File: config.mk
export PLATFORM = sky130hd
export DESIGN_NAME = servant_sleep_ctrl_flat
export DESIGN_NICKNAME = d
export VERILOG_FILES = /design/src/rtl/servant_sleep_ctrl_if.sv /design/src/rtl/servant_sleep_ctrl.sv /design/src/flat_wrapper.sv
export SDC_FILE = /design/constraint.sdc
export NUM_CORES = 1
export LEC_CHECK = 0
export ABC_AREA = 1
export CAP_MARGIN = 10
export CORE_MARGIN = 4
export CORE_UTILIZATION = 52
export CTS_BUF_LIST = sky130_fd_sc_hd__clkbuf_16
export DETAILED_ROUTE_END_ITERATION = 8
export PLACE_DENSITY_LB_ADDON = 0.2
export SYNTH_ARGS = -nofsm -noshare
export SYNTH_HDL_FRONTEND = slang
export SYNTH_SLANG_ARGS = --single-unit
File: constraint.sdc
create_clock -name i_clk -period 1.84 [get_ports i_clk]
set_input_delay 0.368 -clock i_clk [delete_from_list [all_inputs] [get_ports i_clk]]
set_output_delay 0.368 -clock i_clk [all_outputs]
set_load 0.005 [all_outputs]
File: src/rtl/servant_sleep_ctrl_if.sv
// Sleep/wake controller bus: core-side requests and wake sources in,
// clock-enable, status and wake-cause out.
interface servant_sleep_ctrl_if #(
    parameter int NUM_WAKE = 2,
    parameter int CNT_W    = 8
);
    logic                i_sleep_req;
    logic                i_wakeup_req;
    logic [NUM_WAKE-1:0] i_wake_src;
    logic [NUM_WAKE-1:0] i_wake_mask;
    logic                o_clk_en;
    logic                o_sleeping;
    logic [1:0]          o_state;
    logic [NUM_WAKE:0]   o_wake_cause;
    logic [CNT_W-1:0]    o_sleep_cnt;

    // Core / SoC side: raises requests and wake sources, observes status.
    modport master (
        output i_sleep_req, i_wakeup_req, i_wake_src, i_wake_mask,
        input  o_clk_en, o_sleeping, o_state, o_wake_cause, o_sleep_cnt
    );

    // Controller side.
    modport slave (
        input  i_sleep_req, i_wakeup_req, i_wake_src, i_wake_mask,
        output o_clk_en, o_sleeping, o_state, o_wake_cause, o_sleep_cnt
    );
endinterface

File: src/rtl/servant_sleep_ctrl.sv
// Four-state sleep/wake controller for the servant SoC.
// RUN -> DRAIN (programmable delay) -> SLEEP (clock gated) -> WAKE
// (settling delay, still gated) -> RUN. The clock enable is a flop so the
// external ICG sees a clean, edge-aligned enable.
module servant_sleep_ctrl #(
    parameter int NUM_WAKE  = 2,
    parameter int SLEEP_DLY = 4,
    parameter int WAKE_DLY  = 2,
    parameter int CNT_W     = 8
) (
    input  logic                  i_clk,
    input  logic                  i_rst,
    servant_sleep_ctrl_if.slave   bus
);

    typedef enum logic [1:0] {
        RUN   = 2'd0,
        DRAIN = 2'd1,
        SLEEP = 2'd2,
        WAKE  = 2'd3
    } state_t;

    // Counter reload values; the counter counts down to zero inclusive,
    // so loading DLY-1 yields exactly DLY cycles of residency.
    localparam logic [7:0] SLEEP_LOAD = (SLEEP_DLY > 0) ? 8'(SLEEP_DLY - 1) : 8'd0;
    localparam logic [7:0] WAKE_LOAD  = (WAKE_DLY  > 0) ? 8'(WAKE_DLY  - 1) : 8'd0;
    localparam logic [CNT_W-1:0] CNT_MAX = {CNT_W{1'b1}};

    state_t              state, state_nxt;
    logic [7:0]          dly_cnt, dly_cnt_nxt;
    logic                req_prev;
    logic [NUM_WAKE:0]   wake_cause, wake_cause_nxt;
    logic [CNT_W-1:0]    sleep_cnt, sleep_cnt_nxt;
    logic                clk_en;

    logic                sleep_edge;
    logic [NUM_WAKE:0]   wake_vec;
    logic                wake_evt;

    // Event decode: only a fresh rising edge of the sleep request counts;
    // masked wake sources are removed before anything else sees them.
    always_comb begin
        sleep_edge = bus.i_sleep_req & ~req_prev;
        wake_vec   = {bus.i_wake_src & bus.i_wake_mask, bus.i_wakeup_req};
        wake_evt   = |wake_vec;
    end

    // Next-state, delay counter and wake-cause logic.
    always_comb begin
        state_nxt      = state;
        dly_cnt_nxt    = dly_cnt;
        wake_cause_nxt = wake_cause;
        unique case (state)
            RUN: begin
                // A wake already pending when the edge arrives blocks entry.
                if (sleep_edge && !wake_evt) begin
                    wake_cause_nxt = '0;
                    if (SLEEP_DLY == 0) begin
                        state_nxt = SLEEP;
                    end else begin
                        state_nxt   = DRAIN;
                        dly_cnt_nxt = SLEEP_LOAD;
                    end
                end
            end
            DRAIN: begin
                if (wake_evt) begin
                    state_nxt      = RUN;
                    wake_cause_nxt = wake_vec;
                    dly_cnt_nxt    = '0;
                end else if (dly_cnt == 8'd0) begin
                    state_nxt = SLEEP;
                end else begin
                    dly_cnt_nxt = dly_cnt - 8'd1;
                end
            end
            SLEEP: begin
                if (wake_evt) begin
                    wake_cause_nxt = wake_vec;
                    if (WAKE_DLY == 0) begin
                        state_nxt = RUN;
                    end else begin
                        state_nxt   = WAKE;
                        dly_cnt_nxt = WAKE_LOAD;
                    end
                end
            end
            WAKE: begin
                // Settling window: further wake or sleep events are ignored.
                if (dly_cnt == 8'd0) begin
                    state_nxt = RUN;
                end else begin
                    dly_cnt_nxt = dly_cnt - 8'd1;
                end
            end
            default: state_nxt = RUN;
        endcase
    end

    // Sleep-entry counter bumps on every transition into SLEEP, saturating.
    always_comb begin
        sleep_cnt_nxt = sleep_cnt;
        if (state_nxt == SLEEP && state != SLEEP && sleep_cnt != CNT_MAX)
            sleep_cnt_nxt = sleep_cnt + 1'b1;
    end

    // State and datapath registers, synchronous active-high reset.
    always_ff @(posedge i_clk) begin
        if (i_rst) begin
            state      <= RUN;
            dly_cnt    <= '0;
            req_prev   <= 1'b0;
            wake_cause <= '0;
            sleep_cnt  <= '0;
            clk_en     <= 1'b1;
        end else begin
            state      <= state_nxt;
            dly_cnt    <= dly_cnt_nxt;
            req_prev   <= bus.i_sleep_req;
            wake_cause <= wake_cause_nxt;
            sleep_cnt  <= sleep_cnt_nxt;
            clk_en     <= (state_nxt == RUN) || (state_nxt == DRAIN);
        end
    end

    // Status outputs come from registers only.
    always_comb begin
        bus.o_clk_en     = clk_en;
        bus.o_state      = state;
        bus.o_sleeping   = (state == SLEEP) || (state == WAKE);
        bus.o_wake_cause = wake_cause;
        bus.o_sleep_cnt  = sleep_cnt;
    end

endmodule

File: src/flat_wrapper.sv
// flat-port wrapper written by rule: the top's interface ports become plain ports
module servant_sleep_ctrl_flat 
#(
    parameter int NUM_WAKE  = 2,
    parameter int SLEEP_DLY = 4,
    parameter int WAKE_DLY  = 2,
    parameter int CNT_W     = 8
)
  (i_clk, i_rst, bus_i_sleep_req, bus_i_wakeup_req, bus_i_wake_src, bus_i_wake_mask, bus_o_clk_en, bus_o_sleeping, bus_o_state, bus_o_wake_cause, bus_o_sleep_cnt);
  servant_sleep_ctrl_if #(.NUM_WAKE(NUM_WAKE), .CNT_W(CNT_W)) bus_i ();
  input  logic i_clk;
  input  logic i_rst;
  input wire logic [$bits(bus_i.i_sleep_req)-1:0] bus_i_sleep_req;
  input wire logic [$bits(bus_i.i_wakeup_req)-1:0] bus_i_wakeup_req;
  input wire logic [$bits(bus_i.i_wake_src)-1:0] bus_i_wake_src;
  input wire logic [$bits(bus_i.i_wake_mask)-1:0] bus_i_wake_mask;
  output wire logic [$bits(bus_i.o_clk_en)-1:0] bus_o_clk_en;
  output wire logic [$bits(bus_i.o_sleeping)-1:0] bus_o_sleeping;
  output wire logic [$bits(bus_i.o_state)-1:0] bus_o_state;
  output wire logic [$bits(bus_i.o_wake_cause)-1:0] bus_o_wake_cause;
  output wire logic [$bits(bus_i.o_sleep_cnt)-1:0] bus_o_sleep_cnt;
  assign bus_i.i_sleep_req = bus_i_sleep_req;
  assign bus_i.i_wakeup_req = bus_i_wakeup_req;
  assign bus_i.i_wake_src = bus_i_wake_src;
  assign bus_i.i_wake_mask = bus_i_wake_mask;
  assign bus_o_clk_en = bus_i.o_clk_en;
  assign bus_o_sleeping = bus_i.o_sleeping;
  assign bus_o_state = bus_i.o_state;
  assign bus_o_wake_cause = bus_i.o_wake_cause;
  assign bus_o_sleep_cnt = bus_i.o_sleep_cnt;
  servant_sleep_ctrl #(.NUM_WAKE(NUM_WAKE), .SLEEP_DLY(SLEEP_DLY), .WAKE_DLY(WAKE_DLY), .CNT_W(CNT_W)) u_core (.i_clk(i_clk), .i_rst(i_rst), .bus(bus_i));
endmodule
==> run metrics <==
status=finished, final reports clean; maximum root-to-sink buffer count=2; final net count=242; GR Overflow Total=0; # DRC=0; initial antenna violation count=0; DRT Pass-1 Iters=4; Die Span X=59.0 um; Post-synth EDFFs=0; ANT nets after route=0; GRT Total Usage=0.194; total number of vias=1330; # rows=18; Sequential Area=463 sq um; CTS tree=done; Setup Viol. Count Final=0; Tot Pwr=approximately 0.0013 W; Root Driver=clkbuf_16; Final min period=about 1800 ps; top_reg_cell synth=dfxtp_1; Power Dens Cells=approximately 680 nW/um^2; Top cell by count, worst path=nand2_1; P_leak=between 0.8 and 0.9 nW; wire per inst=about 13 um; starting density of the core=0.547; input/output buffers=22; share of cells above drive strength 1=0.262; worst path required time=~2000 ps; Hold Vio Cnt, Final=0; number of CTS-inserted buffers=3; Syn Area/Cell=7.29 sq um; critical path class=primary input to flop; core footprint=2480 sq um; Final Max Tran Viols=0; crit path max fanout=6; sum of buffers and inverters on the critical path=2; commonest non-fill, non-tap cell in the layout=nand2_1; Max VDD drop=0.000518 V; die height=59.0 um; vias in the first global route=approximately 1.3k; pin count of the biggest net entering global routing=14; final RePlAce weighted congestion=0.870; Die ar.=3490 sq um; Worst path top cell family by delay=simple AND/OR/NAND/NOR gates; Cell variety after synth=26; CP arrival=1950 ps; measured slew at the worst slew-check pin=approximately 300 ps; worst rel slew slack=0.797; Hold Crit Class=flop to flop; Filler cells=roughly 190; first-pass GRT wire length=~5200 um; CP max stage cell=clkdlybuf4s50_1; YS warnings=0; Synth async-reset ratio=0; Max H-tree Level=1; post-synthesis sequential area ratio=0.340; drt total wl=3300 um; Max Fclk=557 MHz; # diodes=0; final setup margin=43.4 ps; final design utilization=0.756; CP Launch Type=primary input; Post-Syn Area=1360 sq um; Seq cells post-synth=23; clock sinks=23; Via density=~5.2; most frequent cells in the layout=nand2_1 (32), inv_1 (22), clkdlybuf4s50_1 (21), dfxtp_1 (21), nor2_1 (17); crit end category=flop; Setup Skew=2.14 ps; DP Worst Slack=-260 ps; area of the multi-input gates=868 sq um; HPWL Detailed=2240 um; post-route clock period utilization=0.976; Net Count, Synth=between 200 and 250; Syn Inst Count=between 150 and 200; IO Pins=23; worst-path cell chain=clkdlybuf4s50_1 -> nand2_1 -> nand3_2 -> inv_2 -> nand2_4 -> nand2_1 -> nand2_1 -> nand2_1 -> nor2_4 -> nand3_4 -> nand2_1 -> a21oi_2; Worst-Skew Late Latency=260 ps; clock transition at the registers of the reported paths=approximately 60 ps; max cap viols=0; DRT iter0 DRCs=27; slowest stage delay, CP=500 ps; area grow syn2layout=38.1%
[cell usage after synthesis (2+ instances only)]
cell type	instances	area (sq um)
nand2_1	39	146
xor2_1	7	61.3
nor2_2	5	31.3
nand3_1	10	50.1
dfxtp_1	23	460
nor2_1	22	82.6
o21ai_0	6	30.0
nor3_1	2	10.0
ha_1	8	100
nor2_4	4	45.0
nand4_1	9	56.3
nand2_2	4	25.0
a21oi_1	10	50.1
inv_1	25	93.8
[state kept, by name, summed over array words and instances (netlist names)]
name	cells
u_core.bus.o_wake_cause	3
u_core.req_prev	1
u_core.bus.o_sleep_cnt	8
u_core.bus.o_clk_en	1
u_core.dly_cnt	8
u_core.bus.o_state	2
[through the flow]
step                setup TNS, ps  instance area, sq um  std cells  hold WS [ps]
floorplan                       0                  1360        186           462
global placement            -2080                  1670        246           459
detailed placement          -3010                  1670        246           459
CTS                             0                  1770        251           472
global route                 -353                  1870        255           496
finish                          0                  1870        255           469
[power breakdown]
part	switching [W]	internal [W]
clock	0.000178	0.000292
combinational	0.000160	0.000105
sequential	0.0000184	0.000518
total	0.000357	0.000916
[tightest hold or removal path, cell delays in order (launching register included)]
cell and delay [ps]:
dfxtp_1 310, nand2_1 60, a21oi_1 60
[worst paths after layout]
path	start	endpoint	slack [ps]	cells past startpoint
hold / removal	u_core.bus.o_wake_cause[2]	u_core.bus.o_wake_cause[2]	470	2
setup / recovery	bus_i_wake_mask[0]	u_core.bus.o_sleep_cnt[4]	40	12
setup reg to reg	u_core.dly_cnt[1]	u_core.bus.o_sleep_cnt[4]	100	11
hold reg to reg	u_core.bus.o_wake_cause[2]	u_core.bus.o_wake_cause[2]	470	2
[what timing repair did]
action	CTS	global route
gates cloned	0	2
endpoints found under the setup margin	1	14
hold buffers	0	0
gates resized for setup	6	25
pin swaps	0	8
buffers inserted	1	2
[final cells by class]
cell class,instances,area share
Sequential cell,23,0.247
Inverter,26,0.0528
Tap cell,30,0.0201
Clock inverter,1,0.00267
Multi-Input combinational cell,137,0.464
Clock buffer,3,0.0401
Timing Repair Buffer,35,0.173
[per-layer routing]
metal  part of all wire  GRT usage  routed length, um  vias to the layer above
met5                  0          0                  0                        -
met4              0.019      0.110                 63                        0
met3              0.028     0.0370                 94                        5
met2               0.55      0.341               1820                       22
met1               0.40      0.217               1330                      621
li1                   -          -                  -                      682
[kinds of logic (layout without fill, tap and decap cells)]
group           after synthesis  after routing  share of synthesized area
fa+ha+maj                     8              8                     0.0739
flops                        23             23                      0.340
buf+inv                      28             65                     0.0840
xor+xnor                      8              8                     0.0517
compound gates               23             24                      0.108
simple gates                 96             97                      0.343
(Power assumes the default switching activity.)
